$ cat config.mk
export PLATFORM = sky130hd
export DESIGN_NAME = uart_pattern_cmd
export DESIGN_NICKNAME = d
export VERILOG_FILES = /design/src/rtl/uart_pattern_cmd_pkg.sv /design/src/rtl/uart_cmd_timeout.sv /design/src/rtl/uart_pattern_cmd.sv
export SDC_FILE = /design/constraint.sdc
export NUM_CORES = 1
export LEC_CHECK = 0
export BUFFER_PORTS_ARGS = -buffer_cell sky130_fd_sc_hd__clkbuf_2
export CORE_ASPECT_RATIO = 1.5
export CORE_UTILIZATION = 45
export CTS_CLUSTER_DIAMETER = 50
export DETAILED_ROUTE_END_ITERATION = 8
export GPL_ROUTABILITY_DRIVEN = 0
export PLACE_DENSITY_LB_ADDON = 0.15
export SYNTH_ARGS = -nofsm -noshare
export SYNTH_HDL_FRONTEND = slang
export SYNTH_SLANG_ARGS = --single-unit
$ cat constraint.sdc
create_clock -name i_Clk -period 6.18 [get_ports i_Clk]
set_input_delay 0.309 -clock i_Clk [delete_from_list [all_inputs] [get_ports i_Clk]]
set_output_delay 0.309 -clock i_Clk [all_outputs]
set_load 0.01 [all_outputs]
$ cat src/rtl/uart_pattern_cmd_pkg.sv
// Shared constants, state encoding and checksum helper for the UART pattern command decoder.
// Latency: n/a (declarations only).
// Backpressure: n/a.
package uart_pattern_cmd_pkg;

   localparam logic [7:0] HDR     = 8'hA5;
   localparam logic [7:0] CMD_SET = 8'h01;
   localparam logic [7:0] CMD_GET = 8'h02;
   localparam logic [7:0] ACK     = 8'h06;
   localparam logic [7:0] NAK     = 8'h15;

   typedef enum logic [2:0] {
      ST_IDLE,
      ST_HDR_CMD,
      ST_ARG,
      ST_CHK,
      ST_EXEC,
      ST_REPLY,
      ST_WAIT_TX
   } state_t;

   // Packet checksum: modulo-256 sum of command and argument bytes.
   function automatic logic [7:0] calc_chk(input logic [7:0] cmd, input logic [7:0] arg);
      return cmd + arg;
   endfunction

endpackage

$ cat src/rtl/uart_cmd_timeout.sv
// Inter-byte timeout: counts idle clocks while a packet is being collected, pulses expire at the limit.
// Latency: expire is combinational from the count, asserted in the (CLKS_TIMEOUT)th idle cycle.
// Backpressure: none; clr (byte received) always wins over expiry.
module uart_cmd_timeout #(
   parameter int CLKS_TIMEOUT = 21700
) (
   input  logic clk,
   input  logic rst_n,
   input  logic clr,
   input  logic en,
   output logic expire
);

   localparam int CW = $clog2(CLKS_TIMEOUT + 1);
   localparam logic [CW-1:0] LAST = CW'(CLKS_TIMEOUT - 1);

   logic [CW-1:0] cnt;

   assign expire = en && !clr && (cnt == LAST);

   // Idle-clock counter: reloads to zero on any byte, when disabled, or once it has fired.
   always_ff @(posedge clk) begin
      if (!rst_n) begin
         cnt <= '0;
      end else if (clr || !en || expire) begin
         cnt <= '0;
      end else begin
         cnt <= cnt + 1'b1;
      end
   end

endmodule

$ cat src/rtl/uart_pattern_cmd.sv
// Parses A5/CMD/ARG/CHK packets from UART RX, stages pattern changes to the next VSync rise, replies one byte.
// Latency: CHK byte at cycle N -> reply o_TX_DV at N+2 when TX idle; VSync rise at M -> o_Pattern at M+1.
// Backpressure: reply waits in REPLY while i_TX_Active; RX bytes arriving while executing/replying are dropped and counted.
module uart_pattern_cmd
   import uart_pattern_cmd_pkg::*;
#(
   parameter int CLKS_TIMEOUT  = 21700,
   parameter int PATTERN_WIDTH = 4
) (
   input  logic                     i_Clk,
   input  logic                     i_Rst_L,
   input  logic                     i_RX_DV,
   input  logic [7:0]               i_RX_Byte,
   input  logic                     i_VSync,
   input  logic                     i_TX_Active,
   input  logic                     i_TX_Done,
   output logic                     o_TX_DV,
   output logic [7:0]               o_TX_Byte,
   output logic [PATTERN_WIDTH-1:0] o_Pattern,
   output logic                     o_Busy,
   output logic [7:0]               o_Err_Count
);

   state_t state, state_nxt;
   logic   tx_dv_nxt;

   logic [7:0] cmd, arg, chk;
   logic       chk_ok, set_ok, get_ok, exec_bad, byte_dropped;
   logic [7:0] reply_byte;

   logic [PATTERN_WIDTH-1:0] pend;
   logic                     pend_vld;
   logic                     vs_q, vs_rise;

   logic       tmo_en, expire;
   logic [1:0] err_inc;
   logic [8:0] err_sum;

   assign tmo_en = (state == ST_HDR_CMD) || (state == ST_ARG) || (state == ST_CHK);

   uart_cmd_timeout #(
      .CLKS_TIMEOUT(CLKS_TIMEOUT)
   ) u_timeout (
      .clk    (i_Clk),
      .rst_n  (i_Rst_L),
      .clr    (i_RX_DV),
      .en     (tmo_en),
      .expire (expire)
   );

   // Packet validation and reply selection; only consumed while in EXEC.
   always_comb begin
      chk_ok     = (chk == calc_chk(cmd, arg));
      set_ok     = chk_ok && (cmd == CMD_SET) && (arg[7:4] == 4'h0);
      get_ok     = chk_ok && (cmd == CMD_GET);
      exec_bad   = (state == ST_EXEC) && !(set_ok || get_ok);
      reply_byte = NAK;
      if (set_ok) begin
         reply_byte = ACK;
      end else if (get_ok) begin
         reply_byte = 8'(o_Pattern);
      end
   end

   assign byte_dropped = i_RX_DV &&
                         ((state == ST_EXEC) || (state == ST_REPLY) || (state == ST_WAIT_TX));
   assign vs_rise      = i_VSync && !vs_q;

   // Next-state and reply-strobe logic. REPLY holds the strobe for exactly one cycle, then waits for TX done.
   always_comb begin
      state_nxt = state;
      tx_dv_nxt = 1'b0;
      case (state)
         ST_IDLE:    if (i_RX_DV && (i_RX_Byte == HDR)) state_nxt = ST_HDR_CMD;
         ST_HDR_CMD: if (expire) state_nxt = ST_IDLE; else if (i_RX_DV) state_nxt = ST_ARG;
         ST_ARG:     if (expire) state_nxt = ST_IDLE; else if (i_RX_DV) state_nxt = ST_CHK;
         ST_CHK:     if (expire) state_nxt = ST_IDLE; else if (i_RX_DV) state_nxt = ST_EXEC;
         ST_EXEC: begin
            state_nxt = ST_REPLY;
            tx_dv_nxt = !i_TX_Active;
         end
         ST_REPLY: begin
            if (o_TX_DV) begin
               state_nxt = ST_WAIT_TX;
            end else begin
               tx_dv_nxt = !i_TX_Active;
            end
         end
         ST_WAIT_TX: if (i_TX_Done) state_nxt = ST_IDLE;
         default:    state_nxt = ST_IDLE;
      endcase
   end

   // State register and registered busy flag (tracks next state so it aligns with the state itself).
   always_ff @(posedge i_Clk) begin
      if (!i_Rst_L) begin
         state  <= ST_IDLE;
         o_Busy <= 1'b0;
      end else begin
         state  <= state_nxt;
         o_Busy <= (state_nxt != ST_IDLE);
      end
   end

   // Capture packet fields as each byte arrives in its slot; A5 in a data slot is ordinary data.
   always_ff @(posedge i_Clk) begin
      if (!i_Rst_L) begin
         cmd <= 8'h00;
         arg <= 8'h00;
         chk <= 8'h00;
      end else if (i_RX_DV) begin
         if (state == ST_HDR_CMD) cmd <= i_RX_Byte;
         if (state == ST_ARG)     arg <= i_RX_Byte;
         if (state == ST_CHK)     chk <= i_RX_Byte;
      end
   end

   // Reply strobe and byte; the byte is latched in EXEC and held until the next packet executes.
   always_ff @(posedge i_Clk) begin
      if (!i_Rst_L) begin
         o_TX_DV   <= 1'b0;
         o_TX_Byte <= 8'h00;
      end else begin
         o_TX_DV <= tx_dv_nxt;
         if (state == ST_EXEC) o_TX_Byte <= reply_byte;
      end
   end

   // Frame-boundary apply: a VSync rise moves the previously staged value; a same-cycle SET stays pending.
   always_ff @(posedge i_Clk) begin
      if (!i_Rst_L) begin
         vs_q      <= 1'b0;
         pend      <= '0;
         pend_vld  <= 1'b0;
         o_Pattern <= '0;
      end else begin
         vs_q <= i_VSync;
         if (vs_rise && pend_vld) o_Pattern <= pend;
         if ((state == ST_EXEC) && set_ok) begin
            pend     <= PATTERN_WIDTH'(arg[3:0]);
            pend_vld <= 1'b1;
         end else if (vs_rise) begin
            pend_vld <= 1'b0;
         end
      end
   end

   // A NAK and a dropped byte can land in the same EXEC cycle, so the increment is up to two.
   assign err_inc = {1'b0, exec_bad} + {1'b0, byte_dropped} + {1'b0, expire};
   assign err_sum = {1'b0, o_Err_Count} + {7'b0, err_inc};

   // Saturating protocol error counter.
   always_ff @(posedge i_Clk) begin
      if (!i_Rst_L) begin
         o_Err_Count <= 8'h00;
      end else begin
         o_Err_Count <= err_sum[8] ? 8'hFF : err_sum[7:0];
      end
   end

endmodule

==> flow_metrics.py <==
metrics = {
    "drt": {
        "drtAntennaViolNets": 0,
        "wl_um": 7287,
        "vias_per_cell": 5.380,
        "avgRoutedWirePerCell_um": 14.90,
        "drc_errors": 2,
        "routed-via-count": 2631,
        "drtPass1Iterations": 6,
        "drtIter0Drc": 141,
    },
    "placed_design": {
        "dp_slack_ps": 2182,
        "hpwl_um": 5325,
        "placed_area_um2": 3455,
        "numPortBuffers": 32,
    },
    "timing": {
        "final_hold_viol_count": 0,
        "setup_violations": 0,
        "min_period_over_period_pct": 65.71,
        "max_slew_margin_pct": 36.58,
        "final-max-slew-violation-count": 0,
        "worst_clock_skew_ps": 10.38,
        "min_period_ps": 4061,
        "rsz0062_at_grt": "no",
        "setup_tns_ps": 0,
        "hold_ws_ps": 139.2,
        "tightest_slew_ps": 944.1,
        "clock.fmax_mhz": 246.2,
        "setup_ws_ps": 2119,
    },
    "critical_path": {
        "rrSetupSlack_ps": 2120,
        "worst_ep_arrival_time_ps": 4330,
        "critPathKind": "reg -> reg",
        "cp_slowest_cell": "nor4b_4",
        "start_kind": "flip-flop",
        "path_buf_inv": 1,
        "critPathRequiredTime_ps": 6450,
        "critical-path-max-stage-delay_ps": 510,
        "crit_path_cell_trace": "ha_1 -> fa_1 -> a211oi_2 -> nor3b_2 -> o221ai_2 -> nand3b_2 -> nor4b_4 -> nand2_1 -> nand2_1 -> fa_1 -> inv_1 -> ha_1 -> fa_1 -> nand2_1 -> nor2_1 -> nand3_1 -> a21oi_1",
        "crit_family": "adder cells",
        "crit_fanout": 7,
        "end_kind": "flip-flop",
    },
    "power": {
        "p_leak_nw": 1.458,
        "power.density_nw_per_um2": 222.8,
        "peakVddDrop_uv": 138.8,
    },
    "die": {
        "ioPinCount": 36,
        "core_um2": 6944,
        "dieHeight_um": 106.1,
        "start_util_pct": 46.79,
        "die-area_um2": 7572,
        "rows": 37,
        "die_w_um": 71.38,
    },
    "clocking": {
        "cts_tree": "done",
        "clock_path_buffers": 2,
        "cts_buffers": 9,
        "cts_resized": 0,
        "hold_buffers": 0,
        "root_buffer": "clkbuf_8",
        "htree_levels": 3,
        "cts_setup_buffers": 0,
        "clock_latency_ps": 350,
        "cts_sinks": 67,
        "clk_pin_slew_worst_paths_ps": 70,
    },
    "job": {
        "drv_cap": 0,
    },
    "yosys": {
        "synth_edf_count": 0,
        "synth_cells": 376,
        "synthArstFlopShare_pct": 0,
        "ys_warn_count": 0,
        "synth_top_cell_by_area": "dfxtp_1",
        "synth_cell_types": 51,
        "synthesis.area_um2": 3249,
        "yosys-top-cells-area": "dfxtp_1, nand2_1, mux2i_1, nor2_1, a21oi_1",
        "ys_seq_elements": 67,
        "yosysTopAreaCellShare_pct": 41.28,
        "ys_seq_area_share_pct": 41.28,
        "synth-main-ff-cell": "dfxtp_1",
        "syn_avg_cell_area_um2": 8.642,
    },
    "outcome": {
        "status": "complete, but fails checks",
        "violations": "DRC",
    },
    "global_route": {
        "grt_pass1_wl_um": 12350,
        "grt.total_usage_pct": 21.29,
        "antenna_found_initial": 0,
        "grt_max_degree": 31,
        "grt_pass1_vias": 2632,
        "grt_overflow": 0,
    },
    "cells_and_area": {
        "multi_input_area_um2": 1814,
        "drive_gt1_share_pct": 14.84,
        "nets": 433,
        "final_cell_mix": "dfxtp_1, nand2_1, nor2_1, clkbuf_2, a21oi_1",
        "layout_commonest_cell": "dfxtp_1",
        "final_cell_area_um2": 3650,
        "n_antenna_cell": 0,
        "fill_cells": 700,
        "register_area_um2": 1341,
        "area_growth_pct": 12.32,
    },
    "worst_hold_path": {
        "min_path_type": "in -> reg",
    },
}
path summary, 6_finish.rpt:
kind                          startpoint                     endpoint  depth (start not counted)
max                  cmd[0]$_SDFFE_PN0P_    o_Err_Count[5]$_SDFF_PN0_                         17
min                          i_TX_Active           o_TX_DV$_SDFF_PN0_                          2
max reg2reg          cmd[0]$_SDFFE_PN0P_    o_Err_Count[5]$_SDFF_PN0_                         17
min reg2reg  u_timeout.cnt[0]$_SDFF_PP0_  u_timeout.cnt[0]$_SDFF_PP0_                          1
kinds of logic (layout without fill, tap and decap cells):
group	count (synthesis)	after routing	synth area share (%)
compound gates	58	58	11.01
other cells	1	3	0.1154
mux	18	18	5.545
fa+ha+maj	13	13	5.699
buf+inv	24	57	3.119
xor+xnor	28	28	7.547
simple gates	167	167	25.68
flops	67	67	41.28
synth_stat cells (2+ instances only):
cell type  number
o21ai_1         2
ha_1           10
xor2_1         11
buf_4           3
and3_1          7
buf_1           3
nand2b_1        3
clkbuf_1       11
fa_1            3
a211oi_2        2
a31oi_1         3
a21oi_1        31
nand4_1         5
nor2b_1         3
and2_1          3
nor4b_1         3
o21ai_0         7
nand2_1        60
nor4bb_1        3
nor4_1          3
or3_1           2
o21a_1          2
nand3_1        13
or2_2           3
nor3_1          5
mux2i_1        18
nor2_1         45
inv_1           7
xnor2_1        17
dfxtp_1        67
sequential cells by signal, summed over array words and instances, names as in the netlist:
| name | cells |
|---|---|
| arg | 8 |
| o_Err_Count | 8 |
| pend | 4 |
| cmd | 8 |
| o_TX_DV | 1 |
| pend_vld | 1 |
| o_TX_Byte | 5 |
| o_Pattern | 4 |
| u_timeout.cnt | 15 |
| chk | 8 |
| o_Busy | 1 |
| state | 3 |
| vs_q | 1 |
report_power, final:
group	leakage (nW)	internal [mW]	switching, mW	total [mW]
registers	0.540	0.432	0.000199	0.432
logic	0.825	0.00531	0.0130	0.0183
clock network	0.0926	0.197	0.166	0.363
stage by stage:
stage | total power [mW] | utilization (%) | instances
3_5_place_dp | 0.4605 | 49.75 | 473
4_1_cts | 0.8262 | 52.56 | 489
2_1_floorplan | 0.4518 | - | 378
6_report | 0.8133 | 52.56 | 489
5_1_grt | 0.8443 | 52.56 | 489
3_3_place_gp | 0.4606 | 49.75 | 473
layer usage:
| layer | global-route usage, % | share of wire (%) |
|---|---|---|
| met1 | 23.70 | 42 |
| met2 | 37.62 | 53 |
| met3 | 4.834 | 2.7 |
| met4 | 10.14 | 2.1 |
| met5 | 0 | 0 |
layout make-up:
| type | count | share of cell area [%] |
|---|---|---|
| tap | 78 | 2.674 |
| clock buffer | 12 | 3.977 |
| multi-input combinational | 287 | 49.71 |
| inverter | 7 | 0.7199 |
| clock inverter | 4 | 1.371 |
| sequential | 67 | 36.75 |
| timing repair buffer | 34 | 4.799 |
Power figures use the tool's default switching activity.
